**config.mk**
```make
export PLATFORM = sky130hd
export DESIGN_NAME = alu_sequencer
export DESIGN_NICKNAME = d
export VERILOG_FILES = /design/src/rtl/alu_pkg.sv /design/src/rtl/alu_seq_fifo.sv /design/src/rtl/alu_sequencer.sv
export SDC_FILE = /design/constraint.sdc
export NUM_CORES = 1
export LEC_CHECK = 0
export CAP_MARGIN = 20
export CORE_MARGIN = 3
export CORE_UTILIZATION = 50
export CTS_BUF_LIST = sky130_fd_sc_hd__clkbuf_8
export DETAILED_ROUTE_END_ITERATION = 16
export PLACE_DENSITY = 0.78
export REMOVE_ABC_BUFFERS = 1
export SYNTH_ARGS = -nofsm -noshare
export SYNTH_HDL_FRONTEND = slang
export SYNTH_HIERARCHICAL = 1
export SYNTH_SLANG_ARGS = --single-unit
```
**constraint.sdc**
```tcl
create_clock -name clk -period 2.12 [get_ports clk]
set_clock_uncertainty 0.1 [all_clocks]
set_input_delay 0.424 -clock clk [delete_from_list [all_inputs] [get_ports clk]]
set_output_delay 0.424 -clock clk [all_outputs]
set_load 0.1 [all_outputs]
```
**src/rtl/alu_pkg.sv**
```systemverilog
// Shared definitions for the ALU sequencer: field widths, instruction field
// positions and the sequencer FSM state encoding.
package alu_pkg;

    parameter int OPC_W   = 4;
    parameter int DATA_W  = 8;
    parameter int INSTR_W = 20;

    // Instruction layout: [19:16] opcode, [15:8] operand A, [7:0] operand B
    parameter int OPC_MSB = 19;
    parameter int OPC_LSB = 16;
    parameter int A_MSB   = 15;
    parameter int A_LSB   = 8;
    parameter int B_MSB   = 7;
    parameter int B_LSB   = 0;

    typedef enum logic [1:0] {
        IDLE = 2'd0,
        EXEC = 2'd1,
        HOLD = 2'd2
    } state_t;

endpackage

```
**src/rtl/alu_seq_fifo.sv**
```systemverilog
// Instruction queue for the ALU sequencer.
// DEPTH-entry FIFO (DEPTH a power of two) with occupancy count.
// Ports:
//   clk, rst_n     clock, asynchronous active-low reset
//   push, push_data write request and data (ignored when full)
//   pop, pop_data  read request (ignored when empty) and head-of-queue data
//   full, empty    status
//   count          occupancy, 0..DEPTH
module alu_seq_fifo #(
    parameter int DEPTH = 4,
    parameter int WIDTH = 20
) (
    input  logic                     clk,
    input  logic                     rst_n,
    input  logic                     push,
    input  logic [WIDTH-1:0]         push_data,
    input  logic                     pop,
    output logic [WIDTH-1:0]         pop_data,
    output logic                     full,
    output logic                     empty,
    output logic [$clog2(DEPTH):0]   count
);

    localparam int AW = $clog2(DEPTH);
    localparam logic [AW-1:0] PTR_ONE  = 1;
    localparam logic [AW:0]   CNT_ONE  = 1;
    localparam logic [AW:0]   CNT_FULL = (AW + 1)'(DEPTH);

    logic [WIDTH-1:0] mem [DEPTH];
    logic [AW-1:0]    wr_ptr_q, rd_ptr_q;
    logic [AW:0]      count_q;
    logic             do_push, do_pop;

    assign full     = (count_q == CNT_FULL);
    assign empty    = (count_q == '0);
    assign count    = count_q;
    assign pop_data = mem[rd_ptr_q];

    assign do_push = push && !full;
    assign do_pop  = pop && !empty;

    // Storage needs no reset; only pointers and count define validity.
    always_ff @(posedge clk) begin
        if (do_push) begin
            mem[wr_ptr_q] <= push_data;
        end
    end

    // Pointers wrap naturally because DEPTH is a power of two.
    always_ff @(posedge clk or negedge rst_n) begin
        if (!rst_n) begin
            wr_ptr_q <= '0;
            rd_ptr_q <= '0;
            count_q  <= '0;
        end else begin
            if (do_push) begin
                wr_ptr_q <= wr_ptr_q + PTR_ONE;
            end
            if (do_pop) begin
                rd_ptr_q <= rd_ptr_q + PTR_ONE;
            end
            case ({do_push, do_pop})
                2'b10:   count_q <= count_q + CNT_ONE;
                2'b01:   count_q <= count_q - CNT_ONE;
                default: count_q <= count_q;
            endcase
        end
    end

endmodule

```
**src/rtl/alu_sequencer.sv**
```systemverilog
// ALU sequencer: queues instructions, feeds them one at a time to an external
// combinational ALU and registers each result behind a valid/ready handshake.
// Optional feature macro: ALU_SEQ_ACC_EN adds in_acc_sel; when set for an
// instruction, operand A is replaced by the last captured result.
// Ports:
//   clk, rst_n                 clock, asynchronous active-low reset
//   in_instr, in_valid/ready   instruction input {opcode, A, B} and handshake
//   in_acc_sel                 (ALU_SEQ_ACC_EN only) use accumulator as A
//   alu_opcode, alu_a, alu_b   operands to the ALU, from the operand register
//   alu_out, alu_carry/overflow/zero   ALU result and flags
//   res_data, res_carry/overflow/zero  registered result and flags
//   res_valid/res_ready        result handshake
//   busy                       FSM not idle or queue non-empty
//   q_count                    queue occupancy
module alu_sequencer
    import alu_pkg::*;
#(
    parameter int FIFO_DEPTH = 4
) (
    input  logic                          clk,
    input  logic                          rst_n,
    input  logic [INSTR_W-1:0]            in_instr,
    input  logic                          in_valid,
    output logic                          in_ready,
`ifdef ALU_SEQ_ACC_EN
    input  logic                          in_acc_sel,
`endif
    output logic [OPC_W-1:0]              alu_opcode,
    output logic [DATA_W-1:0]             alu_a,
    output logic [DATA_W-1:0]             alu_b,
    input  logic [DATA_W-1:0]             alu_out,
    input  logic                          alu_carry,
    input  logic                          alu_overflow,
    input  logic                          alu_zero,
    output logic [DATA_W-1:0]             res_data,
    output logic                          res_carry,
    output logic                          res_overflow,
    output logic                          res_zero,
    output logic                          res_valid,
    input  logic                          res_ready,
    output logic                          busy,
    output logic [$clog2(FIFO_DEPTH):0]   q_count
);

`ifdef ALU_SEQ_ACC_EN
    localparam int FIFO_W = INSTR_W + 1;
`else
    localparam int FIFO_W = INSTR_W;
`endif

    state_t               state_q, state_d;
    logic [INSTR_W-1:0]   opr_q, opr_d;
    logic [DATA_W-1:0]    res_data_q;
    logic                 res_carry_q, res_overflow_q, res_zero_q;
    logic                 res_valid_q;
    logic                 ready_en_q;

    logic                 fifo_full, fifo_empty, fifo_push, fifo_pop;
    logic [FIFO_W-1:0]    fifo_wdata, fifo_rdata;
    logic [INSTR_W-1:0]   head_instr;
    logic                 capture, release_res;

`ifdef ALU_SEQ_ACC_EN
    logic head_acc_sel;
    assign fifo_wdata   = {in_acc_sel, in_instr};
    assign head_instr   = fifo_rdata[INSTR_W-1:0];
    assign head_acc_sel = fifo_rdata[INSTR_W];
`else
    assign fifo_wdata   = in_instr;
    assign head_instr   = fifo_rdata;
`endif

    // ready_en_q keeps in_ready low during reset and up to the first edge after.
    assign in_ready  = ready_en_q && !fifo_full;
    assign fifo_push = in_valid && in_ready;

    alu_seq_fifo #(
        .DEPTH (FIFO_DEPTH),
        .WIDTH (FIFO_W)
    ) u_fifo (
        .clk       (clk),
        .rst_n     (rst_n),
        .push      (fifo_push),
        .push_data (fifo_wdata),
        .pop       (fifo_pop),
        .pop_data  (fifo_rdata),
        .full      (fifo_full),
        .empty     (fifo_empty),
        .count     (q_count)
    );

    // Operand register load value; the accumulator is simply the last result.
    always_comb begin
        opr_d = head_instr;
`ifdef ALU_SEQ_ACC_EN
        if (head_acc_sel) begin
            opr_d[A_MSB:A_LSB] = res_data_q;
        end
`endif
    end

    always_comb begin
        state_d     = state_q;
        fifo_pop    = 1'b0;
        capture     = 1'b0;
        release_res = 1'b0;
        case (state_q)
            IDLE: begin
                if (!fifo_empty) begin
                    fifo_pop = 1'b1;
                    state_d  = EXEC;
                end
            end
            EXEC: begin
                capture = 1'b1;
                state_d = HOLD;
            end
            HOLD: begin
                // res_valid is always high here, so res_ready completes the handshake.
                if (res_ready) begin
                    release_res = 1'b1;
                    if (!fifo_empty) begin
                        fifo_pop = 1'b1;
                        state_d  = EXEC;
                    end else begin
                        state_d  = IDLE;
                    end
                end
            end
            default: state_d = IDLE;
        endcase
    end

    always_ff @(posedge clk or negedge rst_n) begin
        if (!rst_n) begin
            state_q        <= IDLE;
            opr_q          <= '0;
            res_data_q     <= '0;
            res_carry_q    <= 1'b0;
            res_overflow_q <= 1'b0;
            res_zero_q     <= 1'b0;
            res_valid_q    <= 1'b0;
            ready_en_q     <= 1'b0;
        end else begin
            state_q    <= state_d;
            ready_en_q <= 1'b1;
            if (fifo_pop) begin
                opr_q <= opr_d;
            end
            if (capture) begin
                res_data_q     <= alu_out;
                res_carry_q    <= alu_carry;
                res_overflow_q <= alu_overflow;
                res_zero_q     <= alu_zero;
                res_valid_q    <= 1'b1;
            end else if (release_res) begin
                res_valid_q    <= 1'b0;
            end
        end
    end

    assign alu_opcode   = opr_q[OPC_MSB:OPC_LSB];
    assign alu_a        = opr_q[A_MSB:A_LSB];
    assign alu_b        = opr_q[B_MSB:B_LSB];

    assign res_data     = res_data_q;
    assign res_carry    = res_carry_q;
    assign res_overflow = res_overflow_q;
    assign res_zero     = res_zero_q;
    assign res_valid    = res_valid_q;

    assign busy = (state_q != IDLE) || !fifo_empty;

endmodule

```
==> impl_metrics.toml, run 1 <==
[final_layout]
nets = 380
layout-drive-gt1-share_pct = 46.6
fillers = 552
utilization_pct = 69.9
multi_input_area_um2 = 1220
diodes = 0
area_growth_pct = 32.0
regArea_um2 = 3450
final_cell_area_um2 = 6280

[sta]
fmax_ghz = 0.458
slew_headroom_pct = 62.7
finalCriticalPeriod_ns = 2.18
maxSlewViolCount = 0
rsz0062_at_grt = "true"
hold_viol = 0
min_period_over_period_pct = 103
setup_violations = 1
postLayoutSetupSlackWorst_ns = -0.0612
tightest_slew_ns = 0.560

[outcome]
failed_checks = "negative setup slack"
status = "finished, violations left"

[cts]
clock_latency_ns = 0.42
clkTransAtPathRegs_ns = 0.06
htree_levels = 4
cts_root_buf = "clkbuf_8"
cts.path.max_buffers = 2
clock_sinks = 122
cts_tree = "built"
numCtsBuffers = 17

[setup_path]
arrival_ns = 2.41
critPathKind = "flop to flop"
path_delay_family = "simple AND/OR/NAND/NOR gates"
cp_data_required_time_ns = 2.35
crit-reg2reg-launch = "u_fifo/count[0]$_DFFE_PN0P_"
crit_path_max_fanout = 3
path_depth = 11
path_cells = "nor3b_4 -> nor2b_2 -> and2_1 -> nor2b_4 -> inv_2 -> ha_4 -> inv_2 -> fa_2 -> xor2_1 -> nor2_1 -> xor2_1"
ff2ff_path_depth = 11
crit_buf_inv = 2
cp-end-kind = "flop"
crit_path_start = "u_fifo/count[0]$_DFFE_PN0P_"
critPathSlowestCell = "dfrtp_1"
critical_path.max_stage_delay_ns = 0.42
r2r_end = "u_fifo/count[2]$_DFFE_PN0P_"
crit_path_start_kind = "flop"
ff2ff_setup_slack_ns = -0.06

[synthesis]
yosysSeqAreaShare_pct = 72.6
synthArstFlopShare_pct = 34.4
syn_area_per_cell_um2 = 21.1
synth_edf_count = 80
synth_most_common_cell = "edfxtp_1"
synth_area_leaders = "edfxtp_1 (50%), dfrtp_1 (22%), mux4_2 (9.0%)"
yosys_warnings = 6
ys.flop_type = "edfxtp_1"
synth_area_leader_cell = "edfxtp_1"
syn_area_um2 = 4760
synth-seq-cells = 122
synth_cell_type_count = 29
synthTopCellsByCount = "edfxtp_1 (80), dfrtp_1 (42), mux2_4 (20)"
synth_cells = 225
yosysTopAreaCellShare_pct = 50.5

[drt]
drt_iter0_drc = 84
first_pass_iters = 4
ant_nets = 0
avgViaCountPerCell = 5.00
drc_errors = 0
avgRoutedWirePerCell_um = 17.2
num_vias = 2389
routed_wl_um = 8200

[floorplan]
die_area_um2 = 10700
die_y_um = 104
row_count = 34
die_w_um = 104
coreArea_um2 = 8980
ios = 72
initial_core_util_pct = 53.0

[placement]
place_area_um2 = 5780
place.detailed.hpwl_um = 5450
place_congestion = 0.678
portBuffers = 71

[hold_path]
hold_class = "flop to flop"
min_from = "res_data[6]$_DFFE_PN0P_"
min_path_cells = 1
whs_endpoint = "res_data[6]$_DFFE_PN0P_"

[global_route]
grt_overflow_total = 0
grt_max_degree = 43
antenna_found_initial = 0
grtUsageTotal_pct = 16.9
grt_pass1_vias = 2622
grt_pass1_wl_um = 13800

[flow_run]
drv_cap = 0
[metal layers]
layer	vias to the layer above	global-route usage (%)	routed length, um
met2	80	28.0	4160
met3	10	6.09	441
met4	0	6.84	115
met5	-	0	0
met1	1203	20.3	3490
li1	1096	-	-
[worst reg2reg max path, cell delays in order (launching register included)]
cell	delay [ns]
dfrtp_1	0.42
nor3b_4	0.24
nor2b_2	0.06
and2_1	0.13
nor2b_4	0.13
inv_2	0.06
ha_4	0.13
inv_2	0.04
fa_2	0.34
xor2_1	0.14
nor2_1	0.11
xor2_1	0.20
[metrics by stage]
step	setup TNS [ns]	hold WS, ns	instances	setup slack (ns)
2_1_floorplan	-159.59	0.0284	218	-1.95
3_3_place_gp	-0.483	0.390	443	-0.318
3_5_place_dp	-0.634	0.393	443	-0.413
4_1_cts	-0.107	0.412	479	-0.107
5_1_grt	-0.163	0.435	478	-0.163
6_report	-0.0612	0.411	478	-0.0612
[layout make-up]
| class | instances | area share [%] |
|---|---|---|
| Clock buffer | 18 | 3.95 |
| Clock inverter | 14 | 3.23 |
| Inverter | 8 | 0.478 |
| Timing Repair Buffer | 102 | 15.3 |
| Sequential cell | 122 | 55.0 |
| Multi-Input combinational cell | 88 | 19.5 |
| Tap cell | 126 | 2.51 |
[what timing repair did]
action | CTS | global route
buffers inserted | 4 | 1
endpoints found under the hold margin | 42 | 0
gates cloned | 0 | 0
pin swaps | 6 | 3
gates resized for setup | 4 | 3
hold buffers | 1 | 0
endpoints found under the setup margin | 1 | 3
[registers in the layout, indices dropped and copies added (netlist names), 2 cells and up]
| signal | count |
|---|---|
| state_q | 2 |
| opr_q | 20 |
| u_fifo/wr_ptr_q | 2 |
| u_fifo/mem | 80 |
| res_data | 8 |
| u_fifo/count | 3 |
| u_fifo/rd_ptr_q | 2 |
[cells by family (layout without fill, tap and decap cells)]
group / after synthesis / in the layout / synth area share (%)
and+or+nand+nor: 18 / 18 / 2.95
DFF: 122 / 122 / 72.6
xor gates and xnor gates: 6 / 6 / 1.10
buffers and inverters: 15 / 142 / 2.03
other: 1 / 1 / 0.0788
adders and majority gates: 6 / 6 / 1.74
AOI/OAI and AO/OA: 4 / 4 / 0.605
muxes: 53 / 53 / 18.9
[worst max path at each step]
| stage | end | slack, ns |
|---|---|---|
| floorplan | u_fifo/count[2]$_DFFE_PN0P_ | -1.95 |
| global placement | u_fifo/count[2]$_DFFE_PN0P_ | -0.32 |
| detailed placement | u_fifo/count[2]$_DFFE_PN0P_ | -0.41 |
| CTS | u_fifo/count[2]$_DFFE_PN0P_ | -0.11 |
| global route | u_fifo/count[2]$_DFFE_PN0P_ | -0.16 |
| finish | u_fifo/count[2]$_DFFE_PN0P_ | -0.06 |
[cell usage in the layout, fill, tap and decap left out, types with 2 or more instances in the layout]
cell             Yosys  layout
nand2_1              2       2
nor3_1               2       2
buf_12               0       9
bufinv_16            0       5
clkinv_1             0       2
mux2_4              20      20
clkinv_2             0       2
xnor2_1              3       3
clkdlybuf4s50_1      0      33
edfxtp_1            80      80
buf_4                0      58
xor2_1               3       3
and2_2               4       4
ha_1                 5       4
nor2_1               3       3
clkinvlp_4           0       3
inv_1                8       7
dfrtp_1             42      42
inv_2                0       2
clkbuf_8             0      18
nor2b_4              2       2
mux2_2              12      12
mux4_2              19      19
Power of run 1 is left out: the tool's default activity adds up to more than one toggle a clock period on the data nets, which glitch-free logic cannot reach.
==> run 2, diff against run 1 <==
--- a/config.mk
+++ b/config.mk
@@ -10,7 +10,7 @@
 export CORE_UTILIZATION = 50
 export CTS_BUF_LIST = sky130_fd_sc_hd__clkbuf_8
 export DETAILED_ROUTE_END_ITERATION = 16
-export PLACE_DENSITY = 0.78
+export PLACE_DENSITY = 0.83
 export REMOVE_ABC_BUFFERS = 1
 export SYNTH_ARGS = -nofsm -noshare
 export SYNTH_HDL_FRONTEND = slang
==> run 2 against run 1 <==
Compared with the run above: the run still ends with negative setup slack left; global-route usage is 0.97 points lower; register-to-register slack barely moved; sequential cell count is the same; final cell count decreased by 0.42%; sequential share of layout area grew 0.61 points; setup slack better by 0.0086 ns; maximum frequency up 0.40%; count of clock-buffer cells in the layout up 2; non-clock buffer count fell by 2; utilization fell by 0.74 points; final area fell by 1.1%; via count is 0.21% lower.
==> impl_metrics.toml, run 2 (synthesis gave the netlist of run 1 again) <==
[drt]
drc_errors = 0
routed_wl_um = 7920
drt_iter0_drc = 77
first_pass_iters = 4
num_vias = 2384
ant_nets = 0
avgRoutedWirePerCell_um = 16.6
avgViaCountPerCell = 5.01

[sta]
min_period_over_period_pct = 102
postLayoutSetupSlackWorst_ns = -0.0526
hold_viol = 0
maxSlewViolCount = 0
tightest_slew_ns = 0.567
setup_tns_ns = -0.0526
hold_slack_ns = 0.386
fmax_ghz = 0.460
finalCriticalPeriod_ns = 2.17
setup_violations = 1
rsz0062_at_grt = "true"
slew_headroom_pct = 62.2

[placement]
portBuffers = 71
place_congestion = 0.763
dpl_worst_slack_ns = -0.360
place.detailed.hpwl_um = 5350
placed_cells = 439

[final_layout]
layout_common_cells = "edfxtp_1 (80), buf_4 (54), dfrtp_1 (41)"
fillers = 559
nets = 378
layout-drive-gt1-share_pct = 46.0
diodes = 0
largest_reg_flops = 80
top_register = "u_fifo/mem"
layout_commonest_cell = "edfxtp_1"
area_growth_pct = 30.6
final_cells = 476

[global_route]
grtUsageTotal_pct = 16.0
grt_pass1_vias = 2558
grt_max_degree = 26
grt_overflow_total = 0
grt_pass1_wl_um = 13200
antenna_found_initial = 0

[cts]
numCtsBuffers = 17
htree_levels = 4
clock_latency_ns = 0.41
cts_root_buf = "clkbuf_8"
cts_tree = "built"
clock_sinks = 122
clkTransAtPathRegs_ns = 0.07
cts.path.max_buffers = 2

[floorplan]
ios = 72
row_count = 34
die_y_um = 104
die_w_um = 104
initial_core_util_pct = 53.0
die_area_um2 = 10700
coreArea_um2 = 8980

[setup_path]
ff2ff_setup_slack_ns = -0.05
crit_path_end = "u_fifo/count[2]$_DFFE_PN0P_"
ff2ff_path_depth = 11
cp-end-kind = "flop"
crit_path_max_fanout = 3
crit_path_start_kind = "flop"
crit_path_start = "u_fifo/count[0]$_DFFE_PN0P_"
crit-reg2reg-launch = "u_fifo/count[0]$_DFFE_PN0P_"
critPathKind = "flop to flop"
cp_data_required_time_ns = 2.36
arrival_ns = 2.41
r2r_end = "u_fifo/count[2]$_DFFE_PN0P_"

[outcome]
status = "finished, violations left"
failed_checks = "negative setup slack"

[hold_path]
hold_class = "input pin to asynchronous set/reset pin"

[flow_run]
drv_cap = 0
run 2: cell count changes in the layout (fill, tap and decap cells not counted), moves of 2 or more:
| cell | before | now |
|---|---|---|
| buf_4 | 58 | 54 |
| bufinv_16 | 5 | 2 |
| clkbuf_8 | 18 | 20 |
| clkinv_2 | 2 | 4 |
| clkinvlp_4 | 3 | 1 |
| inv_1 | 7 | 9 |
run 2: routing by layer:
metal / routed length (um) / up-vias / track usage, %
li1: - / 1089 / -
met1: 3360 / 1209 / 19.7
met2: 4050 / 77 / 25.9
met3: 421 / 9 / 6.09
met4: 95 / 0 / 5.89
met5: 0 / - / 0
run 2: worst min-delay path by stage:
stage / start / cells past startpoint / slack [ns] / to
finish: rst_n / 2 / 0.39 / opr_q[8]$_DFFE_PN0P_
global route: rst_n / 2 / 0.41 / opr_q[8]$_DFFE_PN0P_
CTS: rst_n / 2 / 0.37 / res_data[1]$_DFFE_PN0P_
detailed placement: rst_n / 1 / 0.30 / opr_q[8]$_DFFE_PN0P_
global placement: rst_n / 1 / 0.30 / res_data[1]$_DFFE_PN0P_
floorplan: rst_n / 0 / 0.03 / opr_q[0]$_DFFE_PN0P_
run 2: worst max-delay path: stages (launching register included):
cell and delay, ns:
dfrtp_2 0.43, nor3b_4 0.25, nor2b_2 0.07, and2_1 0.15, nor2b_4 0.12, inv_2 0.07, ha_4 0.14, inv_2 0.03
fa_2 0.32, xor2_1 0.15, nor2_1 0.12, xor2_1 0.15
run 2: final cells by class:
cell class	count	area, um2	share of cell area (%)
clock inverter	12	106	1.71
sequential	122	3450	55.6
multi-input combinational	88	1220	19.7
inverter	8	30.0	0.483
clock buffer	20	275	4.43
timing repair buffer	100	962	15.5
tap	126	158	2.54
run 2: per-stage QoR:
stage	instance area, um2	utilization [%]
6_report	6210	69.2
5_1_grt	6210	69.2
4_1_cts	6200	69.1
3_5_place_dp	5770	64.2
3_3_place_gp	5770	64.2
2_1_floorplan	4690	-
run 2: repair_timing:
item	in CTS	in global routing
endpoints found under the hold margin	17	0
setup buffers	3	1
endpoints found under the setup margin	1	3
hold buffers	1	0
pin swaps	7	6
resized for setup	7	1
Power of run 2 is left out for the same reason.
==> run 3, diff against run 2 <==
--- a/config.mk
+++ b/config.mk
@@ -10,7 +10,7 @@
 export CORE_UTILIZATION = 50
 export CTS_BUF_LIST = sky130_fd_sc_hd__clkbuf_8
 export DETAILED_ROUTE_END_ITERATION = 16
-export PLACE_DENSITY = 0.83
+export PLACE_DENSITY = 0.84
 export REMOVE_ABC_BUFFERS = 1
 export SYNTH_ARGS = -nofsm -noshare
 export SYNTH_HDL_FRONTEND = slang
==> run 3 against run 2 <==
Compared with the run above: sequential cell count stayed put; global-route usage is 1.8 points higher; largest cell class unchanged; count of clock-buffer cells in the layout is 2 higher; non-clock buffer count stayed put; final area is 1.0% higher; highest routed layer unchanged; final cell count stayed put; the run still ends with negative setup slack left.
==> impl_metrics.toml, run 3 (synthesis gave the netlist of run 1 again) <==
[outcome]
status = "finished, violations left"
failed_checks = "negative setup slack"

[placement]
place.detailed.hpwl_um = 5520
portBuffers = 71
place_area_um2 = 5820
place_congestion = 0.715

[flow_run]
drv_cap = 0

[floorplan]
die_w_um = 104
ios = 72
die_area_um2 = 10700
row_count = 34
initial_core_util_pct = 53.0
die_y_um = 104
coreArea_um2 = 8980

[drt]
drc_errors = 0
avgRoutedWirePerCell_um = 18.0
avgViaCountPerCell = 5.03
drt_iter0_drc = 126
num_vias = 2395
routed_wl_um = 8570
ant_nets = 0
first_pass_iters = 4

[final_layout]
layout_common_cells = "edfxtp_1 (80), buf_4 (52), dfrtp_1 (42)"
fillers = 567
area_growth_pct = 31.9
nets = 378
top_register = "u_fifo/mem"
largest_reg_flops = 80
final_cell_area_um2 = 6270
layout_commonest_cell = "edfxtp_1"
diodes = 0
layout-drive-gt1-share_pct = 45.7

[setup_path]
path_cells = "nor3b_4 -> nor2b_1 -> and2_1 -> nor2b_4 -> inv_1 -> ha_2 -> inv_2 -> fa_2 -> xor2_1 -> nor2_1 -> xor2_1"
arrival_ns = 2.46
cpMostUsedCell = "xor2_1"
critical_path.max_stage_delay_ns = 0.42
cp_data_required_time_ns = 2.36
crit_path_max_fanout = 3
critPathKind = "flop to flop"
critPathSlowestCell = "dfrtp_1"
crit_path_start_kind = "flop"
cp-end-kind = "flop"

[global_route]
antenna_found_initial = 0
grt_max_degree = 25
grt_pass1_wl_um = 14200
grt_pass1_vias = 2639
grtUsageTotal_pct = 17.7
grt_overflow_total = 0

[cts]
cts.path.max_buffers = 2
clock_latency_ns = 0.42
clkTransAtPathRegs_ns = 0.07
cts_root_buf = "clkbuf_8"
htree_levels = 4
clock_sinks = 122
numCtsBuffers = 17
cts_tree = "built"

[sta]
rsz0062_at_grt = "true"
min_period_over_period_pct = 105
tightest_slew_ns = 0.588
postLayoutSetupSlackWorst_ns = -0.104
finalCriticalPeriod_ns = 2.22
fmax_ghz = 0.450
hold_viol = 0
maxSlewViolCount = 0
slew_headroom_pct = 60.7
hold_slack_ns = 0.408
setup_violations = 1

[hold_path]
hold_class = "input pin to asynchronous set/reset pin"
-- run 3: cell types whose count changed in the layout (fill, tap and decap cells not counted), moves of 2 or more --
cell and delta:
buf_12 +3, clkinv_1 -2, clkbuf_8 +2, buf_4 -2
-- run 3: layout make-up --
cell class,instances,area (um2),area share (%)
Sequential cell,122,3450,55.0
Multi-Input combinational cell,88,1210,19.3
Timing Repair Buffer,100,996,15.9
Clock buffer,22,303,4.83
Tap cell,126,158,2.51
Clock inverter,10,123,1.95
Inverter,8,30.0,0.479
-- run 3: per-stage QoR --
step / setup WS [ns] / utilization [%] / cells / setup TNS, ns
after detailed placement: -0.449 / 64.8 / 441 / -0.740
final: -0.104 / 69.9 / 476 / -0.104
after global placement: -0.321 / 64.8 / 441 / -0.499
after floorplan: -1.95 / - / 218 / -159.59
after global routing: -0.279 / 69.9 / 476 / -0.318
after CTS: -0.107 / 70.0 / 477 / -0.107
-- run 3: final timing paths --
path / start / to / slack (ns) / cells past startpoint
max: u_fifo/count[0]$_DFFE_PN0P_ / u_fifo/count[2]$_DFFE_PN0P_ / -0.10 / 11
min: rst_n / opr_q[15]$_DFFE_PN0P_ / 0.41 / 2
max reg2reg: u_fifo/count[0]$_DFFE_PN0P_ / u_fifo/count[2]$_DFFE_PN0P_ / -0.10 / 11
min reg2reg: res_data[6]$_DFFE_PN0P_ / res_data[6]$_DFFE_PN0P_ / 0.41 / 1
max in group asynchronous: rst_n / u_fifo/rd_ptr_q[1]$_DFFE_PN0P_ / 0.97 / 3
min in group clk: res_data[6]$_DFFE_PN0P_ / res_data[6]$_DFFE_PN0P_ / 0.41 / 1
-- run 3: repair_timing --
item / CTS / global route
pin swaps: 3 / 4
endpoints found under the hold margin: 18 / 0
setup buffers: 3 / 0
endpoints found under the setup margin: 1 / 3
gates resized for setup: 1 / 2
hold buffers: 1 / 0
-- run 3: routing by layer --
metal	share of wire [%]	vias up	track usage (%)
li1	-	1092	-
met3	5.2	16	6.34
met4	2.1	0	8.07
met1	42	1217	21.1
met5	0	-	0
met2	50	70	29.3
-- run 3: worst max-delay path, delay by kind of cell (launching register included) --
| kind | cells | cell delay (ns) |
|---|---|---|
| and+or+nand+nor | 5 | 0.69 |
| buffers and inverters | 2 | 0.10 |
| DFF | 1 | 0.42 |
| adders and majority gates | 2 | 0.51 |
| xor gates and xnor gates | 2 | 0.33 |
Power of run 3 is left out for the same reason.
